===== src/rtl/palette_ram_bank.sv =====
// Banked colour palette with a power-on default fill, a two-stage lookup
// pipeline and a global brightness fade applied to every lookup result.
//
// Lookup handshake: rd_en carries no ready; the pipeline never stalls, and
// every request accepted outside INIT returns exactly two cycles later as a
// single-cycle rd_valid with its colour and transparency flag.
module palette_ram_bank #(
    parameter int IDX_W      = 4,
    parameter int BANKS      = 4,
    parameter int COMP_W     = 4,
    parameter int TRANSP_IDX = 0,
    parameter int FADE_DIV   = 2
) (
    input  logic                       Clk,
    input  logic                       Reset,
    output logic                       init_busy,
    input  logic                       wr_en,
    input  logic [$clog2(BANKS)-1:0]   wr_bank,
    input  logic [IDX_W-1:0]           wr_idx,
    input  logic [3*COMP_W-1:0]        wr_rgb,
    input  logic                       rd_en,
    input  logic [$clog2(BANKS)-1:0]   rd_bank,
    input  logic [IDX_W-1:0]           rd_idx,
    output logic                       rd_valid,
    output logic [COMP_W-1:0]          red,
    output logic [COMP_W-1:0]          green,
    output logic [COMP_W-1:0]          blue,
    output logic                       transparent,
    input  logic                       fade_start,
    input  logic                       fade_dir,
    output logic                       fade_done,
    output logic [1:0]                 dbg_state_o
);

    localparam int BANK_W = $clog2(BANKS);
    localparam int ADDR_W = BANK_W + IDX_W;
    localparam int DEPTH  = 1 << ADDR_W;
    localparam int RGB_W  = 3 * COMP_W;
    localparam int DIV_W  = (FADE_DIV > 1) ? $clog2(FADE_DIV) : 1;

    localparam logic [COMP_W-1:0] MAXC     = {COMP_W{1'b1}};
    localparam logic [COMP_W-1:0] ZEROC    = {COMP_W{1'b0}};
    localparam logic [RGB_W-1:0]  DEF_RED  = {MAXC, ZEROC, ZEROC};
    localparam logic [RGB_W-1:0]  DEF_GRN  = {ZEROC, MAXC, ZEROC};
    localparam logic [ADDR_W-1:0] CNT_LAST = {ADDR_W{1'b1}};
    localparam logic [DIV_W-1:0]  DIV_LAST = DIV_W'(FADE_DIV - 1);
    // The fade_start cycle itself counts toward the first divider period.
    localparam logic [DIV_W-1:0]  DIV_LOAD = (FADE_DIV > 1) ? DIV_W'(1) : '0;

    // Encoding is visible on dbg_state_o: 0=INIT, 1=RUN, 2=FADE.
    typedef enum logic [1:0] {
        ST_INIT = 2'd0,
        ST_RUN  = 2'd1,
        ST_FADE = 2'd2
    } state_t;

    state_t              state_q;
    logic [ADDR_W-1:0]   init_cnt_q;
    logic [COMP_W-1:0]   level_q;
    logic [COMP_W-1:0]   target_q;
    logic [DIV_W-1:0]    div_q;
    logic                fade_done_q;

    logic [RGB_W-1:0]    mem_q [DEPTH];

    logic                s1_valid_q;
    logic                s1_transp_q;
    logic [RGB_W-1:0]    s1_rgb_q;

    logic                rd_valid_q;
    logic                transparent_q;
    logic [COMP_W-1:0]   red_q;
    logic [COMP_W-1:0]   green_q;
    logic [COMP_W-1:0]   blue_q;

    logic                in_init;
    logic [COMP_W-1:0]   fade_tgt;
    logic [COMP_W-1:0]   level_step;
    logic [COMP_W-1:0]   dim;
    logic                mem_we;
    logic [ADDR_W-1:0]   mem_waddr;
    logic [RGB_W-1:0]    mem_wdata;
    logic [ADDR_W-1:0]   rd_addr;

    // Subtract the dimming amount from one component, clamping at black.
    function automatic logic [COMP_W-1:0] fade_comp(input logic [COMP_W-1:0] c,
                                                    input logic [COMP_W-1:0] d);
        return (c > d) ? (c - d) : '0;
    endfunction

    assign in_init    = (state_q == ST_INIT);
    assign fade_tgt   = fade_dir ? MAXC : '0;
    assign level_step = (target_q > level_q) ? (level_q + COMP_W'(1))
                                             : (level_q - COMP_W'(1));
    assign dim        = MAXC - level_q;
    assign rd_addr    = {rd_bank, rd_idx};

    // Write-port mux: the default fill owns the RAM during INIT.
    always_comb begin
        mem_we    = 1'b0;
        mem_waddr = '0;
        mem_wdata = '0;
        if (!Reset) begin
            if (in_init) begin
                mem_we    = 1'b1;
                mem_waddr = init_cnt_q;
                mem_wdata = (init_cnt_q[IDX_W-1:0] == IDX_W'(1)) ? DEF_RED : DEF_GRN;
            end else if (wr_en) begin
                mem_we    = 1'b1;
                mem_waddr = {wr_bank, wr_idx};
                mem_wdata = wr_rgb;
            end
        end
    end

    // Control FSM: default fill, idle run, and fade stepping toward a target.
    always_ff @(posedge Clk) begin
        if (Reset) begin
            state_q     <= ST_INIT;
            init_cnt_q  <= '0;
            level_q     <= MAXC;
            target_q    <= MAXC;
            div_q       <= '0;
            fade_done_q <= 1'b0;
        end else begin
            fade_done_q <= 1'b0;
            case (state_q)
                ST_INIT: begin
                    if (init_cnt_q == CNT_LAST) begin
                        state_q <= ST_RUN;
                    end else begin
                        init_cnt_q <= init_cnt_q + ADDR_W'(1);
                    end
                end
                ST_RUN, ST_FADE: begin
                    if (fade_start) begin
                        // A new request retargets from the present level; no step this edge.
                        target_q <= fade_tgt;
                        div_q    <= DIV_LOAD;
                        if (fade_tgt == level_q) begin
                            fade_done_q <= 1'b1;
                            state_q     <= ST_RUN;
                        end else begin
                            state_q <= ST_FADE;
                        end
                    end else if (state_q == ST_FADE) begin
                        if (div_q == DIV_LAST) begin
                            div_q   <= '0;
                            level_q <= level_step;
                            if (level_step == target_q) begin
                                fade_done_q <= 1'b1;
                                state_q     <= ST_RUN;
                            end
                        end else begin
                            div_q <= div_q + DIV_W'(1);
                        end
                    end
                end
                default: state_q <= ST_INIT;
            endcase
        end
    end

    // Palette storage; no reset because INIT rewrites every entry.
    always_ff @(posedge Clk) begin
        if (mem_we) begin
            mem_q[mem_waddr] <= mem_wdata;
        end
    end

    // Lookup stage 1: registered RAM read, which returns pre-write data.
    always_ff @(posedge Clk) begin
        if (Reset) begin
            s1_valid_q  <= 1'b0;
            s1_transp_q <= 1'b0;
        end else begin
            s1_valid_q  <= rd_en && !in_init;
            s1_transp_q <= (rd_idx == IDX_W'(TRANSP_IDX));
        end
        s1_rgb_q <= mem_q[rd_addr];
    end

    // Lookup stage 2: apply the current fade level and register the outputs.
    always_ff @(posedge Clk) begin
        if (Reset) begin
            rd_valid_q    <= 1'b0;
            transparent_q <= 1'b0;
            red_q         <= '0;
            green_q       <= '0;
            blue_q        <= '0;
        end else begin
            rd_valid_q    <= s1_valid_q;
            transparent_q <= s1_valid_q && s1_transp_q;
            red_q         <= fade_comp(s1_rgb_q[3*COMP_W-1:2*COMP_W], dim);
            green_q       <= fade_comp(s1_rgb_q[2*COMP_W-1:COMP_W], dim);
            blue_q        <= fade_comp(s1_rgb_q[COMP_W-1:0], dim);
        end
    end

    assign init_busy   = in_init;
    assign fade_done   = fade_done_q;
    assign rd_valid    = rd_valid_q;
    assign transparent = transparent_q;
    assign red         = red_q;
    assign green       = green_q;
    assign blue        = blue_q;
    assign dbg_state_o = state_q;

endmodule

===== config.mk =====
export PLATFORM = sky130hd
export DESIGN_NAME = palette_ram_bank
export DESIGN_NICKNAME = d
export VERILOG_FILES = /design/src/rtl/palette_ram_bank.sv
export SDC_FILE = /design/constraint.sdc
export NUM_CORES = 1
export LEC_CHECK = 0
export ABC_AREA = 1
export ABC_CLOCK_PERIOD_IN_PS = 2800
export CORE_UTILIZATION = 32
export CTS_BUF_LIST = sky130_fd_sc_hd__clkbuf_2 sky130_fd_sc_hd__clkbuf_4 sky130_fd_sc_hd__clkbuf_8
export DETAILED_ROUTE_END_ITERATION = 10
export HOLD_SLACK_MARGIN = 0.06
export SYNTH_ARGS = -nofsm -noshare
export SYNTH_HDL_FRONTEND = slang
export SYNTH_SLANG_ARGS = --single-unit

===== constraint.sdc =====
create_clock -name Clk -period 2.8 [get_ports Clk]
set_input_delay 0.42 -clock Clk [delete_from_list [all_inputs] [get_ports Clk]]
set_output_delay 0.42 -clock Clk [all_outputs]
set_load 0.03 [all_outputs]

==> out/metrics.yaml <==
mostFrequentLayoutCells: "edfxtp_1 (768), nor2_1 (504), o21ai_0 (368)"
syn-instance-count: 2629
register_area_mm2: 0.02392
cts.sinks: 811
synth_fa_ha_area_frac: 0.01162
most_used_flip_flop_cell_after_synthesis: "edfxtp_1"
layout.filler_cells: 9597
slew_headroom: 0.4857
seq_area_frac_synth: 0.7307
syn_nets: 2687
design.portCount: 48
setup_viol: 0
remaining_drc_errors: 0
final_common_cell: "edfxtp_1"
synth_edf_count: 768
routabilityCongestion: 0.8817
max_freq_ghz: 0.3699
power.total_mw: 25.76
fp.dieW_um: 321.9
via_count: 22080
crit_path_max_fanout: 6
std_cell_rows: 116
grt_overflow_total: 0
drv_slew: 0
areaGrowthSynthToFinish_pct: 18.50
cts-buffers-inserted: 138
status: "finished clean"
chipHeight_um: 321.9
wl_met3_mm: 8.381
multi_input_area_mm2: 0.007795
share_of_synthesized_registers_carrying_an_async_set_or_reset: 0
start_util: 0.3250
firstDrtPassIters: 5
synthXorXnorAreaFrac: 0.001338
cp.arrival_ns: 2.28
numPortBuffers: 47
worstSetupStartpointType: "flip-flop"
grt_usage: 0.1750
layout_setup_ws_ns: 0.09675
post-route-util: 0.3852
ir_drop_mv: 0.4746
clock_tree_from_tritoncts: "built"
cap_violations: 0
nNetsFinal: 2889
post_synth_and_or_nand_nor_area_fraction: 0.09099
timing.critical_path.to_type: "primary output"
die_area_mm2: 0.1036
synth-seq-cells: 811
dp.final_hpwl_mm: 54.12
min_period_over_period: 0.9654
synth_top_family_by_area: "compound AO/OA/AOI/OAI gates"
finalWirelength_mm: 91.10
place_worst_setup_slack_ns: -0.4966
rsz0062_at_grt: "no"
grt_antenna_before_repair: 0
compound_cell_area_share_of_the_yosys_netlist: 0.1296
met2RoutedLength_mm: 41.15
post_route_cells_drive_above_1_share: 0.1509
wirelength_per_cell_um: 21.22
type_of_the_tightest_min_delay_check: "input port to flip-flop"
grt_start_max_net_pins: 124
cp_data_required_time_ns: 2.38
cts_buffer_depth: 3
synthDistinctLibCells: 33
yosysWarningCount: 0
clock-root-buffer: "clkbuf_8"
worst_skew_pair.late_latency_ns: 0.81
worst_slew_pin_slew_ns: 0.7707
p_leak_nw: 13.05
syn_avg_cell_area_um2: 12.45
timing.clock.skew_ns: 0.03839
first_global_vias: 21360
muxShareOfSynthArea: 0
floorplan.core_area_mm2: 0.1007
htree_num_levels: 4
routed_via_density: 5.144
topRoutingLayerUsed: "met4"
grt_pass1_wl_mm: 135.0
number_of_drc_markers_in_iteration_0: 2636
cell_area_after_synthesis_mm2: 0.03274
layout_min_cycle_time_ns: 2.703
power-per-cell-area_mw_per_mm2: 663.9
crit_type: "flip-flop to primary output"
cts_post_setup_buffers_inserted: 0
clk_pin_slew_ns: 0.05
number_of_nets_with_antenna_violations_after_routing: 0
route.layer.met1.wl_mm: 39.27
timing_hold_violations_final: 0
## power by group
part           internal, mW  switching (mW)
clock                  5.71            4.82
combinational         0.560            1.29
sequential             13.3          0.0258
total                  19.6            6.14
## critical path, stage by stage (launching register included)
cell and delay, ns:
dfxtp_1 0.30, inv_1 0.07, ha_1 0.26, buf_4 0.18, clkdlybuf4s50_1 0.67
## per-layer routing
layer,vias to the layer above,GRT usage
li1,10070,-
met1,10830,0.2412
met3,151,0.04062
met5,-,0
met2,1029,0.2687
met4,0,0.06265
## registers in the layout, summed over array words and instances, names as in the netlist
| register | flops |
|---|---|
| blue | 4 |
| dbg_state_o | 2 |
| div_q | 1 |
| fade_done | 1 |
| green | 4 |
| init_cnt_q | 6 |
| level_q | 4 |
| mem_q | 768 |
| rd_valid | 1 |
| red | 4 |
| s1_rgb_q | 12 |
| s1_transp_q | 1 |
| s1_valid_q | 1 |
| target_q | 1 |
| transparent | 1 |
## path summary, 6_finish.rpt
kind,from,to,slack (ns),depth (start not counted)
max,dbg_state_o[0]$_SDFFE_PP0P_,init_busy,0.1,4
min,rd_en,s1_valid_q$_SDFF_PP0_,0.18,3
max reg2reg,dbg_state_o[0]$_SDFFE_PP0P_,mem_q[14][0]$_DFFE_PP_,0.17,9
min reg2reg,s1_transp_q$_SDFF_PP0_,transparent$_SDFF_PP0_,0.42,2
## cells in the mapped netlist, types with 2 or more instances
library cell | number | area (um^2)
edfxtp_1 | 768 | 23060
nor2_1 | 533 | 2001
o21ai_0 | 368 | 1842
o22ai_1 | 187 | 1170
nand2_1 | 160 | 600.6
o21ai_1 | 131 | 655.6
clkbuf_1 | 96 | 360.4
inv_1 | 72 | 270.3
nand3_1 | 53 | 265.3
a21oi_1 | 45 | 225.2
dfxtp_1 | 43 | 860.8
buf_2 | 35 | 175.2
o211ai_1 | 35 | 262.8
ha_1 | 24 | 300.3
buf_6 | 20 | 225.2
buf_4 | 14 | 105.1
nor3_1 | 8 | 40.04
o221ai_1 | 6 | 52.55
fa_1 | 4 | 80.08
nand4_1 | 4 | 25.02
xor2_1 | 4 | 35.03
a31oi_1 | 3 | 18.77
buf_1 | 3 | 11.26
nor3b_1 | 3 | 22.52
or2_1 | 2 | 12.51
## through the flow
step / setup TNS, ns / cells / hold slack (ns) / instance area [um^2]
CTS: 0 / 4292 / 0.1053 / 38750
floorplan: -171.41 / 2629 / 0.3952 / 32770
global route: 0 / 4292 / 0.1945 / 38790
global placement: -45.05 / 4048 / 0.4075 / 36030
detailed placement: -51.81 / 4048 / 0.4091 / 36030
finish: 0 / 4293 / 0.1831 / 38800
## logic make-up after synthesis
| logic type | count (synthesis) |
|---|---|
| buffers and inverters | 243 |
| flip-flops | 811 |
| XOR/XNOR | 5 |
| AND/OR/NAND/NOR | 765 |
| AO/OA/AOI/OAI | 777 |
| adder cells (fa/ha/maj) | 28 |
## layout make-up
cell class                      count  area share
Antenna cell                        1  0.00006450
Clock buffer                      187     0.05924
Clock inverter                     57     0.01048
Inverter                           74    0.007643
Multi-Input combinational cell   1575      0.2009
Sequential cell                   811      0.6166
Tap cell                         1357     0.04376
Timing Repair Buffer              231     0.06124
## timing repair
action | in CTS | in global routing
hold buffers | 0 | 0
gates resized for setup | 8 | 11
endpoints found under the setup margin | 87 | 100
Power figures use the tool's default switching activity.
